$ cat src/rtl/edge_event_arbiter.sv
// Edge event arbiter: detects rising/falling edges per channel,
// queues one pending event per polarity, emits them round-robin.
module edge_event_arbiter #(
  parameter int NUM_CH = 4,
  parameter int CH_W   = 2
) (
  input  logic              clk,
  input  logic              rst_n,
  input  logic [NUM_CH-1:0] sign_in,
  input  logic [NUM_CH-1:0] edge_en_p,
  input  logic [NUM_CH-1:0] edge_en_n,
  output logic              evt_valid,
  input  logic              evt_ready,
  output logic [CH_W-1:0]   evt_ch,
  output logic              evt_pol,
  output logic [NUM_CH-1:0] overflow,
  input  logic              clr_ovf
);

  logic [NUM_CH-1:0] sign_q;
  logic [NUM_CH-1:0] pend_p;
  logic [NUM_CH-1:0] pend_n;
  logic [CH_W-1:0]   ptr;

  logic [NUM_CH-1:0] rise;
  logic [NUM_CH-1:0] fall;
  logic [NUM_CH-1:0] set_p;
  logic [NUM_CH-1:0] set_n;
  logic [NUM_CH-1:0] req;
  logic [NUM_CH-1:0] sel_oh;
  logic [NUM_CH-1:0] clr_p;
  logic [NUM_CH-1:0] clr_n;
  logic [NUM_CH-1:0] ovf_new;

  logic              slot_free;
  logic              gnt_vld;
  logic              fire;
  logic              gnt_pol;
  logic [CH_W-1:0]   gnt_ch;
  logic [CH_W-1:0]   ptr_nxt;
  logic [CH_W:0]     scan;

  assign rise  = sign_in & ~sign_q;
  assign fall  = ~sign_in & sign_q;
  assign set_p = rise & edge_en_p;
  assign set_n = fall & edge_en_n;
  assign req   = pend_p | pend_n;

  assign slot_free = ~evt_valid | evt_ready;
  assign fire      = slot_free & gnt_vld;

  // round-robin search over pending channels starting at ptr
  always_comb begin
    gnt_vld = 1'b0;
    gnt_ch  = '0;
    scan    = '0;
    for (int i = 0; i < NUM_CH; i++) begin
      scan = {1'b0, ptr} + (CH_W+1)'(i);
      if (scan >= (CH_W+1)'(NUM_CH)) begin
        scan = scan - (CH_W+1)'(NUM_CH);
      end
      if (!gnt_vld && req[scan[CH_W-1:0]]) begin
        gnt_vld = 1'b1;
        gnt_ch  = scan[CH_W-1:0];
      end
    end
  end

  // one-hot of the selected channel, rising wins inside it
  always_comb begin
    sel_oh = '0;
    for (int i = 0; i < NUM_CH; i++) begin
      sel_oh[i] = gnt_vld && (gnt_ch == CH_W'(i));
    end
  end

  assign gnt_pol = |(pend_p & sel_oh);
  assign clr_p   = fire ? (sel_oh & pend_p) : '0;
  assign clr_n   = fire ? (sel_oh & ~pend_p & pend_n) : '0;

  // an edge landing on a still-pending bit is lost
  assign ovf_new = (set_p & pend_p & ~clr_p)
                 | (set_n & pend_n & ~clr_n);

  assign ptr_nxt = (gnt_ch == CH_W'(NUM_CH-1))
                 ? '0 : gnt_ch + CH_W'(1);

  // edge history, pending flags and arbitration pointer
  always_ff @(posedge clk) begin
    if (!rst_n) begin
      sign_q <= '0;
      pend_p <= '0;
      pend_n <= '0;
      ptr    <= '0;
    end else begin
      sign_q <= sign_in;
      pend_p <= (pend_p & ~clr_p) | set_p;
      pend_n <= (pend_n & ~clr_n) | set_n;
      if (fire) begin
        ptr <= ptr_nxt;
      end
    end
  end

  // output slot: reload whenever empty or just accepted
  always_ff @(posedge clk) begin
    if (!rst_n) begin
      evt_valid <= 1'b0;
      evt_ch    <= '0;
      evt_pol   <= 1'b0;
    end else if (slot_free) begin
      evt_valid <= gnt_vld;
      if (gnt_vld) begin
        evt_ch  <= gnt_ch;
        evt_pol <= gnt_pol;
      end
    end
  end

  // sticky lost-event flags, fresh losses beat the clear
  always_ff @(posedge clk) begin
    if (!rst_n) begin
      overflow <= '0;
    end else begin
      overflow <= (clr_ovf ? '0 : overflow) | ovf_new;
    end
  end

endmodule
$ cat config.mk
export PLATFORM = sky130hd
export DESIGN_NAME = edge_event_arbiter
export DESIGN_NICKNAME = d
export VERILOG_FILES = /design/src/rtl/edge_event_arbiter.sv
export SDC_FILE = /design/constraint.sdc
export NUM_CORES = 1
export LEC_CHECK = 0
export CORE_MARGIN = 4
export CORE_UTILIZATION = 25
export CTS_CLUSTER_SIZE = 30
export DETAILED_ROUTE_END_ITERATION = 8
export SLEW_MARGIN = 20
export SYNTH_ARGS = -nofsm -noshare
export SYNTH_HDL_FRONTEND = slang
export SYNTH_SLANG_ARGS = --single-unit
$ cat constraint.sdc
create_clock -name clk -period 1.9 [get_ports clk]
set_input_delay 0.19 -clock clk [delete_from_list [all_inputs] [get_ports clk]]
set_output_delay 0.19 -clock clk [all_outputs]
set_load 0.01 [all_outputs]
Word-level counts from Yosys, hierarchy flattened

Index checks and enable logic that the tools add are counted.
W data, S select, Z words.

Magnitude comparators: 8
Eq/ne operators: 3
Muxes and demuxes: 24
Reductions and logical operators: 13
Bitwise logic cells: 26
Add/subtract/negate cells: 8

Operators with widths:

| cell                  | number |
|---|---|
| $and A4 B4 Y4         | 13 |
| $not A4 Y4            | 5 |
| $or A4 B4 Y4          | 5 |
| $mux W2               | 9 |
| $lt A2 B3 Y1 const B  | 4 |
| $mux W4               | 3 |
| $ge A3 B3 Y1 const B  | 3 |
| $bmux W1 S2           | 4 |
| $mux W1               | 8 |
| $sub A2 B1 Y2 const B | 4 |
| $logic_and A1 B1 Y1   | 7 |
| $add A2 B2 Y3 const B | 2 |
| $eq A2 B2 Y1 const B  | 2 |
| $reduce_or A4 Y1      | 1 |
| $add A2 B1 Y3 const B | 1 |
| $ge A2 B3 Y1 const B  | 1 |
| $logic_not A1 Y1      | 3 |
| $add A2 B1 Y2 const B | 1 |
| $eq A2 B1 Y1 const B  | 1 |
| $logic_not A2 Y1      | 1 |
| $reduce_and A2 Y1     | 1 |
| $and A1 B1 Y1         | 1 |
| $not A1 Y1            | 1 |
| $or A1 B1 Y1          | 1 |

Bits of input ports: 16
Logic and storage cells: 90
Output and inout bits: 8
Flip-flop bits (word level): 22

Longest topological paths before layout

Gate-level depths: netlist of run 1.

Depth in word-level cells: 23
Depth in mapped cells: 8
Gate-level depth less buffers: 8

Worst setup path before layout of run 1

No wires, ideal clock.

Path type: reg2reg
Start: register pend_p[2]
End: register overflow[2]
Arrival: 1.667 ns
Required time: 1.830 ns
Stages on the path, launching flop included: 8
Setup slack: 0.163 ns
Buffers on the path: 0
Period minus slack after synthesis: 1.737 ns
Library setup time: 0.070 ns
Cells stage by stage: dfxtp_1 nor2_1 o22ai_1 a211oi_2 inv_1 ha_1 a311o_1 a21oi_1

Word-level cells in the longest chain between the ends: 22
Elaborated cells on any way between the ends: 39
Classes of those cells: 1 x eq/ne; 18 x mux; 13 x bitwise; 7 x reduce/logical

RTL lines:

| element                       | RTL line | RTL |
|---|---|---|
| from (decl)                   | 21       | `logic [NUM_CH-1:0] pend_p;` |
| from (signal assigned)        | 97       | `pend_p <= (pend_p & ~clr_p) \| set_p;` |
| $or A4 B4 Y4 (*)              | 47       | `assign req = pend_p \| pend_n;` |
| $bmux W1 S2                   | 62       | `if (!gnt_vld && req[scan[CH_W-1:0]]) begin` |
| $mux W1 (not written as such) | 62       |  |
| $mux W1                       | 62       |  |
| $logic_not A1 Y1              | 62       |  |
| $logic_and A1 B1 Y1           | 62       |  |
| $mux W1                       | 62       |  |
| $logic_not A1 Y1              | 62       |  |
| (+5 left out)                 | n/a      |  |
| named net gnt_ch[0]           | 39       | `logic [CH_W-1:0] gnt_ch;` |
| $eq A2 B2 Y1 (*)              | 73       | `sel_oh[i] = gnt_vld && (gnt_ch == CH_W'(i));` |
| $logic_and A1 B1 Y1 (*)       | 73       |  |
| $and A4 B4 Y4 (2 in a row)    | 79       | `assign clr_n = fire ? (sel_oh & ~pend_p & pend_n) : '0;` |
| $mux W4                       | 79       |  |
| $not A4 Y4                    | 83       | `\| (set_n & pend_n & ~clr_n);` |
| $and A4 B4 Y4                 | 83       |  |
| $or A4 B4 Y4 (*)              | 83       |  |
| $or A4 B4 Y4 (*)              | 125      | `overflow <= (clr_ovf ? '0 : overflow) \| ovf_new;` |
| to (signal assigned)          | 125      |  |
| to (decl)                     | 16       | `output logic [NUM_CH-1:0] overflow,` |

Mark *: on every way through the listed nets, which the timed path passes. The rest lies on a longest branch. The select of a mux whose other input is x is not followed.
A chain may end at the register's enable or synchronous reset.

Final worst setup path of run 1

Start: register ptr[1]
End: register overflow[2]

Word-level cells in the longest chain between the ends: 23
Elaborated cells on any way between the ends: 51
Classes of those cells: 7 x add/sub; 4 x order compare; 1 x eq/ne; 22 x mux; 10 x bitwise; 7 x reduce/logical

RTL lines:

| element                                                | RTL line | RTL |
|---|---|---|
| from (decl)                                            | 23       | `logic [CH_W-1:0] ptr;` |
| from (signal assigned)                                 | 100      | `ptr <= ptr_nxt;` |
| branches (longest 13 deep; another with $add A2 B1 Y3) | n/a      |  |
| $mux W2 (*)                                            | 62       |  |
| named net gnt_ch[0]                                    | 39       |  |
| $eq A2 B2 Y1 (*)                                       | 73       |  |
| $logic_and A1 B1 Y1 (*)                                | 73       |  |
| $and A4 B4 Y4 (2 in a row)                             | 79       |  |
| $mux W4                                                | 79       |  |
| $not A4 Y4                                             | 83       |  |
| $and A4 B4 Y4                                          | 83       |  |
| $or A4 B4 Y4 (*)                                       | 83       |  |
| $or A4 B4 Y4 (*)                                       | 125      |  |

Mark *: on every way through the listed nets, which the timed path passes. The select of a mux whose other input is x is not followed.

==> results of run 1 <==
report_power, final:
| part | switching (mW) | internal (mW) |
|---|---|---|
| Sequential | 0.0384 | 0.500 |
| Clock | 0.152 | 0.185 |
| Combinational | 0.174 | 0.176 |
sequential cells by signal (all words and copies together) (netlist names):
register and cells:
evt_pol 1, pend_p 4, pend_n 4, evt_ch 2, evt_valid 1, ptr 2
overflow 4, sign_q 4
per-layer routing:
layer,vias up,track usage,share of wire
met1,470,0.1056,0.43
met4,0,0.01811,0.0086
li1,501,-,-
met2,26,0.1634,0.51
met5,-,0,0
met3,4,0.03283,0.051
worst min-delay path, cell delays in order (launching register included):
cell and delay [ps]:
sky130_fd_sc_hd__dfxtp_1 320, sky130_fd_sc_hd__nand2_1 50, sky130_fd_sc_hd__o32ai_1 60
through the flow:
step | hold slack (ps) | worst slack, ps | TNS [ps] | cell area [µm²]
after floorplan | 311.7 | 162.9 | 0 | 1084
after global placement | 457.7 | 94.83 | 0 | 1415
after detailed placement | 462.4 | 22.10 | 0 | 1415
after CTS | 474.6 | 18.65 | 0 | 1475
after global routing | 519.5 | -53.08 | -97.26 | 1526
final | 472.2 | 69.64 | 0 | 1526
worst max-delay path by stage:
stage | from | end | slack (ps) | cells past startpoint
2_1_floorplan | pend_p[2] | overflow[2] | 160 | 7
3_3_place_gp | pend_p[0] | evt_pol | 90 | 7
3_5_place_dp | ptr[1] | evt_pol | 20 | 7
4_1_cts | pend_p[0] | overflow[2] | 20 | 7
5_1_grt | ptr[1] | overflow[2] | -50 | 8
6_report | ptr[1] | overflow[2] | 70 | 7
cells by family (layout without fill, tap and decap cells):
logic type | Yosys count | in the layout | synth area share
buffers and inverters | 16 | 49 | 0.05773
muxes | 1 | 1 | 0.009238
adders and majority gates | 4 | 4 | 0.04619
AOI/OAI and AO/OA | 43 | 43 | 0.2806
and+or+nand+nor | 34 | 34 | 0.1998
DFF | 22 | 22 | 0.4065
final cells by class:
| cell class | instances | area (µm²) |
|---|---|---|
| well taps | 50 | 62.56 |
| flip-flops and latches | 22 | 442.9 |
| multi-input cells | 82 | 619.3 |
| clock buffers | 4 | 55.05 |
| repair buffers | 32 | 297.8 |
| fillers | 403 | 2560 |
| inverters | 13 | 48.80 |
Yosys cell counts (2+ instances only):
cell type                  count
sky130_fd_sc_hd__a211oi_1      5
sky130_fd_sc_hd__o21ai_1       6
sky130_fd_sc_hd__a311o_1       4
sky130_fd_sc_hd__ha_1          4
sky130_fd_sc_hd__a22oi_1       2
sky130_fd_sc_hd__nor2_4        2
sky130_fd_sc_hd__nor2b_1       2
sky130_fd_sc_hd__nor2_1        3
sky130_fd_sc_hd__buf_2         2
sky130_fd_sc_hd__dfxtp_1      22
sky130_fd_sc_hd__inv_1        12
sky130_fd_sc_hd__a21oi_1      17
sky130_fd_sc_hd__and2_1        4
sky130_fd_sc_hd__nand3b_1      8
sky130_fd_sc_hd__nand2_1      10
timing repair:
| action | 4_1_cts | 5_1_grt |
|---|---|---|
| hold endpoints to repair | 0 | 0 |
| pin swaps | 1 | 1 |
| setup buffers | 0 | 2 |
| endpoints found under the setup margin | 1 | 7 |
| resized for setup | 1 | 10 |
==> out/results.txt, run 1 <==
The run finished with clean final reports. The tools report the total power consumption of the routed design as 1.225 mW. For the critical path data required time, the log shows 2100 ps. The mean instance size in the synthesized netlist is 9.029 µm². Clock-pin slew was measured on the worst setup and hold paths at 80 ps. The number of enable flip-flop cells after synthesis was 0; the maximum vdd drop was 0.5323 mV. The analysis attributes to cell leakage a power of 0.5310 nW. For the data arrival time at the worst-slack endpoint, the log shows 2030 ps. In the synthesized netlist the dominant register cell turns out to be sky130_fd_sc_hd__dfxtp_1. Path type of the worst setup path: flop to flop. The DRC violation count after routing was 0.

The starting density of the core was 0.2652; the wire length per cell after detailed routing was 13.20 µm. The library cell with the largest summed area after synthesis was sky130_fd_sc_hd__dfxtp_1. The wire-length estimate of the detail-placed layout is 1.933 mm. At the pin with the least slew margin, the transition time is 583.2 ps. The nature of the critical path endpoint was a flop.

The cell family contributing the most delay on the critical path is compound AO/OA/AOI/OAI gates. The number of buffers inserted during clock tree synthesis came out at 3. The logs give 70 ps for the reg2reg setup slack and 0.3735 for the final core utilization. Entering global routing, the biggest net connects 17 pins. The tools report the post-synthesis net count as 140. The region available for standard cell placement spans 4086 µm². For the finished layout, the period the worst path requires is 1830 ps.

The number of global-route vias before repair was 908; the portion of synthesized cell area occupied by the leading cell type was 0.4065. The post-synth design cell area is 1084 µm². Setup violations remaining at the end of the flow were counted as 0. For the worst flop-to-flop path, the logic depth is 7. In this run the critical register-to-register path is captured at overflow[2].

The number of sinks on the clock net is 22. The depth of the worst hold-timing path came out at 2. The tools report the cell at the root of the clock tree as sky130_fd_sc_hd__clkbuf_8.

In this run the core area contains 23 standard-cell rows. The number of synthesis warnings was 0; the routed via count divided by cell count was 4.931. The peak fanout along the critical path was 7; the post-layout instance count excluding filler cells was 203.

No sink is reached through more buffers than the 2 on the longest clock path. The slowest stage of the critical path belongs to the cell sky130_fd_sc_hd__dfxtp_2. The count of nets left with antenna violations once routing finished came out at 0. The worst min-delay path startpoint is evt_ch[1]. TritonCTS built the clock tree. The critical path goes through nor3_2, a211oi_1, a211oi_2, inv_1, ha_2, a311o_1, a21oi_1. The share of the clock period used by the worst path is 0.9633. For hold timing, the worst endpoint is evt_ch[1].

The fraction of registers with async set or reset after synthesis was 0; the maximum clock skew at final layout was 2.382 ps. The logs give 0 for the number of antenna violations at the first check in global routing and 0 for the max-slew violation total from the final report. Sum of buffers and inverters on the critical path: 1. In this run, the number of DRC markers left after iteration 0 of detailed routing was 27. The total routing usage reported by global routing is 0.09198, and the first-pass GRT wire length is 3.912 mm. The detailed-routing iteration count for the pre-antenna-repair pass was 4.

Wires add up to 2.679 mm. In this run the worst hold path is classified as flop to flop. Most common cell after layout, fill and taps aside: sky130_fd_sc_hd__clkdlybuf4s50_1.

In the post-synthesis netlist, the biggest area contributors are sky130_fd_sc_hd__dfxtp_1 41%, sky130_fd_sc_hd__a21oi_1 7.9%, sky130_fd_sc_hd__nand3b_1 5.5%. Global-route congestion overflow total: 0. The synthesized netlist contains 32 unique library cells. In this run the critical register-to-register path is launched from ptr[1]. The library cells used most frequently in the layout, excluding fill and tap cells, are 23 x sky130_fd_sc_hd__clkdlybuf4s50_1, 20 x sky130_fd_sc_hd__dfxtp_1, 17 x sky130_fd_sc_hd__a21oi_1.

In this run the count of I/O pins placed on the die edge is 24. Port buffering added 23 buffers. The synthesized flop and latch total is 22. Largest incremental delay on the critical path: 370 ps.

0 antenna diodes ended up in the layout. The tightest slew margin relative to the limit is 0.6112, and the layout cell share with drive strength beyond 1 is 0.2092. The net count of the finished layout is 174. The final-report hold violation count was 0. The die covers 5452 µm².

Areal power density over the cells: 802.4 nW/µm². The part of the Yosys area used for sequential elements is 0.4065. The die is 73.84 µm wide. STA classifies the critical path startpoint as a flop. The tools report the number of levels in the clock H-tree as 1.

Clock latency of the later-clocked register in the worst-skew pair: 260 ps. Derived from the worst setup path, the maximum achievable clock frequency is 546.3 MHz. For this block, the via count after detailed routing is 1,001. The number of instances in the synthesized netlist was 120. Max-cap violations in this run came to 0. The die boundary height was 73.84 µm. In this run, post-CTS hold repair placed 0 buffers. Once placement completed, the tool counted placed cells totaling 197. The area overhead of the layout relative to synthesis is 40.88%. At the end of routability-driven placement, the weighted congestion stood at 0.8932.
No activity file was read; power rests on OpenSTA's default activity.
==> run 2, diff against run 1 <==
==> constraint.sdc (replaced) <==
create_clock -name clk -period 1.5 [get_ports clk]
set_input_delay 0.15 -clock clk [delete_from_list [all_inputs] [get_ports clk]]
set_output_delay 0.15 -clock clk [all_outputs]
set_load 0.01 [all_outputs]
==> run 2 against run 1 <==
  * The flow now finishes with violations (negative setup slack)
  * Total power is 46% higher
  * Die area unchanged
  * Via count up 11%
  * Global-route usage rose by 3.3 points
  * Critical path depth grew 1
  * Register-to-register slack got worse by 270 ps
==> out/results.txt, run 2 (synthesized netlist as in run 1, its figures left out) <==
Routing layer with the top usage in global route: met2 (unchanged). The tightest slew margin relative to the limit is 0.7784 (was 0.6112), and the number of max-capacitance violations reported is 0 (unchanged). The layout cell share with drive strength beyond 1 is 0.4655 (was 0.2092), and the switching power summed over all nets is 0.5563 mW (was 0.3639 mW). Category of the worst setup path launch point: a flop (unchanged). Placed wire-length estimate: 2.241 mm (was 1.933 mm). The post-layout instance count excluding filler cells is 224 (was 203), and the relative contribution of combinational cells to total power is 0.384 (was 0.286).

The run gives 0.236 (was 0.275) as the share of power burned in the clock network. The number of levels in the clock H-tree was 1 (unchanged). Cell at the root of the clock tree: sky130_fd_sc_hd__clkbuf_8 (unchanged). For the final core utilization, the log shows 0.4623 (was 0.3735).

TritonCTS built the clock tree. The run finished, with violations left. The number of antenna-violating nets in the routed design is 0 (unchanged), and the share of the clock period used by the worst path is 1.132 (was 0.9633). For the starting density of the core, the log shows 0.2652 (unchanged). The tools report the total routing usage reported by global routing as 0.1249 (was 0.09198).

The violation count after the first detailed-route iteration is 43 (was 27), and the summed negative setup slack over all endpoints is -1661 ps (was 0 ps). The global-route congestion overflow total came out at 0 (unchanged). Beginning of the critical path: pend_n[3] (was ptr[1]).

The run gives 195 (was 174) as the number of nets in the layout. Setup repair after global routing could not meet its margin everywhere. The die width was 73.84 µm (unchanged); the final setup violation count was 15 (was 0). Worst min-delay path startpoint: evt_ch[1] (unchanged). The tools report the met3 track demand over resource in global routing as 0.03694 (was 0.03283). The number of sinks on the clock net was 22 (unchanged). The number of cells traversed by the worst register-to-register path was 8 (was 7).

The class of the tightest hold or removal check was flop to flop (unchanged). The maximum clock skew at final layout came out at 4.080 ps (was 2.382 ps). For the register cell area after layout, the log shows 461.7 µm² (was 442.9 µm²). The origin of the critical flop-to-flop path is pend_n[3] (was ptr[1]).

Top achievable clock speed: 588.9 MHz (was 546.3 MHz). The max-slew violation total from the final report was 0 (unchanged). The tools report the number of buffers inserted during clock tree synthesis as 3 (unchanged).

Path type of the worst setup path: flop to flop (unchanged). The areal power density over the cells came out at 948.9 nW/µm² (was 802.4 nW/µm²). The depth of the worst hold-timing path is 2 (unchanged), and the detailed-routing iteration count for the pre-antenna-repair pass is 4 (unchanged). Wire length per cell after detailed routing: 14.98 µm (was 13.20 µm). The most common cell after layout, fill and taps aside was sky130_fd_sc_hd__buf_4 (was sky130_fd_sc_hd__clkdlybuf4s50_1). Routability-driven placement congestion ratio: 0.8077 (was 0.8932). The pin count of the biggest net entering global routing came out at 14 (was 17).

The nature of the critical path endpoint is a flop (unchanged). The routed via count divided by cell count is 4.955 (was 4.931). Transition time of the tightest slew-check pin: 332.3 ps (was 583.2 ps). The clock transition time at the flip-flop clock pins of the worst setup and hold paths works out to 80 ps (about the same).

The hold buffer count at CTS is 0 (unchanged), and the number of antenna violations at the first check in global routing is 0 (unchanged). The tools report the final antenna diode count as 0 (unchanged). The standard cell core area was 4086 µm² (unchanged); the maximum vdd drop was 0.5147 mV (was 0.5323 mV). The tools report the internal power component as 1.237 mW (was 0.8609 mW). The first-pass GRT wire length was 5.244 mm (was 3.912 mm).

Post-layout minimum cycle time: 1698 ps (was 1830 ps). Overall die area: 5452 µm² (unchanged). The number of fill cells in the layout is 371 (was 403), and the setup slack of the critical path after layout is -198.1 ps (was 69.64 ps). The number of standard-cell rows in the floorplan is 23 (unchanged), and the final-report hold violation count is 0 (unchanged).

For the DRC violation count after routing, the log shows 0 (unchanged). The total wirelength of the detailed-routed design was 3.355 mm (was 2.679 mm); the cell count after placement was 210 (was 197). The met1 demand-to-capacity share in global routing was 0.1385 (was 0.1056); the number of port buffers was 23 (unchanged). The logs give 1700 ps (was 2100 ps) for the critical path data required time and 1900 ps (was 2030 ps) for the data arrival time at the worst-slack endpoint. The die boundary height is 73.84 µm (unchanged), and the number of global-route vias before repair is 1,151 (was 908). The peak fanout along the critical path is 5 (was 7). The via total after detailed routing is 1,110 (was 1,001).

The final-layout worst hold slack was 483.8 ps (was 472.2 ps); the maximum buffer depth of the clock tree was 2 (unchanged). The clock latency of the later-clocked register in the worst-skew pair was 260 ps (about the same). The run gives 0.2224 (was 0.1634) as the met2 usage in global routing. The leakage power was 0.6757 nW (was 0.5310 nW); the area overhead of the layout relative to synthesis was 74.36% (was 40.88%). The final reports fail on negative setup slack.

The count of boundary I/O pins came out at 24 (unchanged). The multi-input combinational cell area was 774.5 µm² (was 619.3 µm²). Leading cell types in the layout, fill and taps excluded: 24 x sky130_fd_sc_hd__buf_4, 23 x sky130_fd_sc_hd__clkdlybuf4s50_1, 15 x sky130_fd_sc_hd__dfxtp_1 (was 23 x sky130_fd_sc_hd__clkdlybuf4s50_1, 20 x sky130_fd_sc_hd__dfxtp_1, 17 x sky130_fd_sc_hd__a21oi_1). The switching share of power came out at 0.3103 (was 0.2971). Sequential power share: 0.380 (was 0.440).
[run 2: cell count changes in the layout (fill, tap and decap cells not counted), sizes merged]
cell / change
buf: +21
[run 2: per-stage QoR]
stage | cell area, µm² | worst slack [ps] | total power, mW
after floorplan | 1124 | -133.3 | 0.9525
after detailed placement | 1565 | -260.0 | 1.176
after global routing | 1889 | -299.4 | 1.905
after global placement | 1565 | -214.0 | 1.161
after CTS | 1740 | -192.7 | 1.690
final | 1889 | -198.1 | 1.793
[run 2: path summary, 6_finish.rpt]
kind	endpoint	slack, ps
worst max register to register	overflow[3]	-200
worst min register to register	evt_ch[1]	480
worst min-delay path	evt_ch[1]	480
worst max-delay path	overflow[3]	-200
[run 2: timing repair]
| action | in CTS | in global routing |
|---|---|---|
| endpoints found under the setup margin | 14 | 16 |
| endpoints found under the hold margin | 0 | 0 |
| resized for setup | 21 | 26 |
| pin swaps | 10 | 20 |
| buffers inserted | 4 | 7 |
[run 2: routing by layer]
metal	share of wire	wire length (µm)
met1	0.40	1344
met2	0.54	1806
met3	0.044	146
met4	0.017	58
met5	0	0
[run 2: critical path: stages (launching register included)]
cell and delay (ps):
sky130_fd_sc_hd__dfxtp_4 380, sky130_fd_sc_hd__buf_6 120, sky130_fd_sc_hd__nor4b_4 300, sky130_fd_sc_hd__a211oi_4 80, sky130_fd_sc_hd__buf_4 160, sky130_fd_sc_hd__ha_4 170
sky130_fd_sc_hd__a211oi_2 250, sky130_fd_sc_hd__a21oi_2 60, sky130_fd_sc_hd__a21oi_2 110
[run 2: cell type report]
type | instances | share of cell area
timing repair buffer | 53 | 0.2576
sequential | 22 | 0.2444
tap | 50 | 0.03311
clock buffer | 4 | 0.02914
multi-input combinational | 82 | 0.4099
inverter | 13 | 0.02583
[run 2: power groups by stage]
stage | logic, mW | clock network, mW | registers (mW)
after floorplan | 0.254 | 0 | 0.699
after global placement | 0.468 | 0 | 0.693
after detailed placement | 0.481 | 0 | 0.695
after CTS | 0.567 | 0.441 | 0.683
after global routing | 0.742 | 0.475 | 0.688
final | 0.689 | 0.424 | 0.681
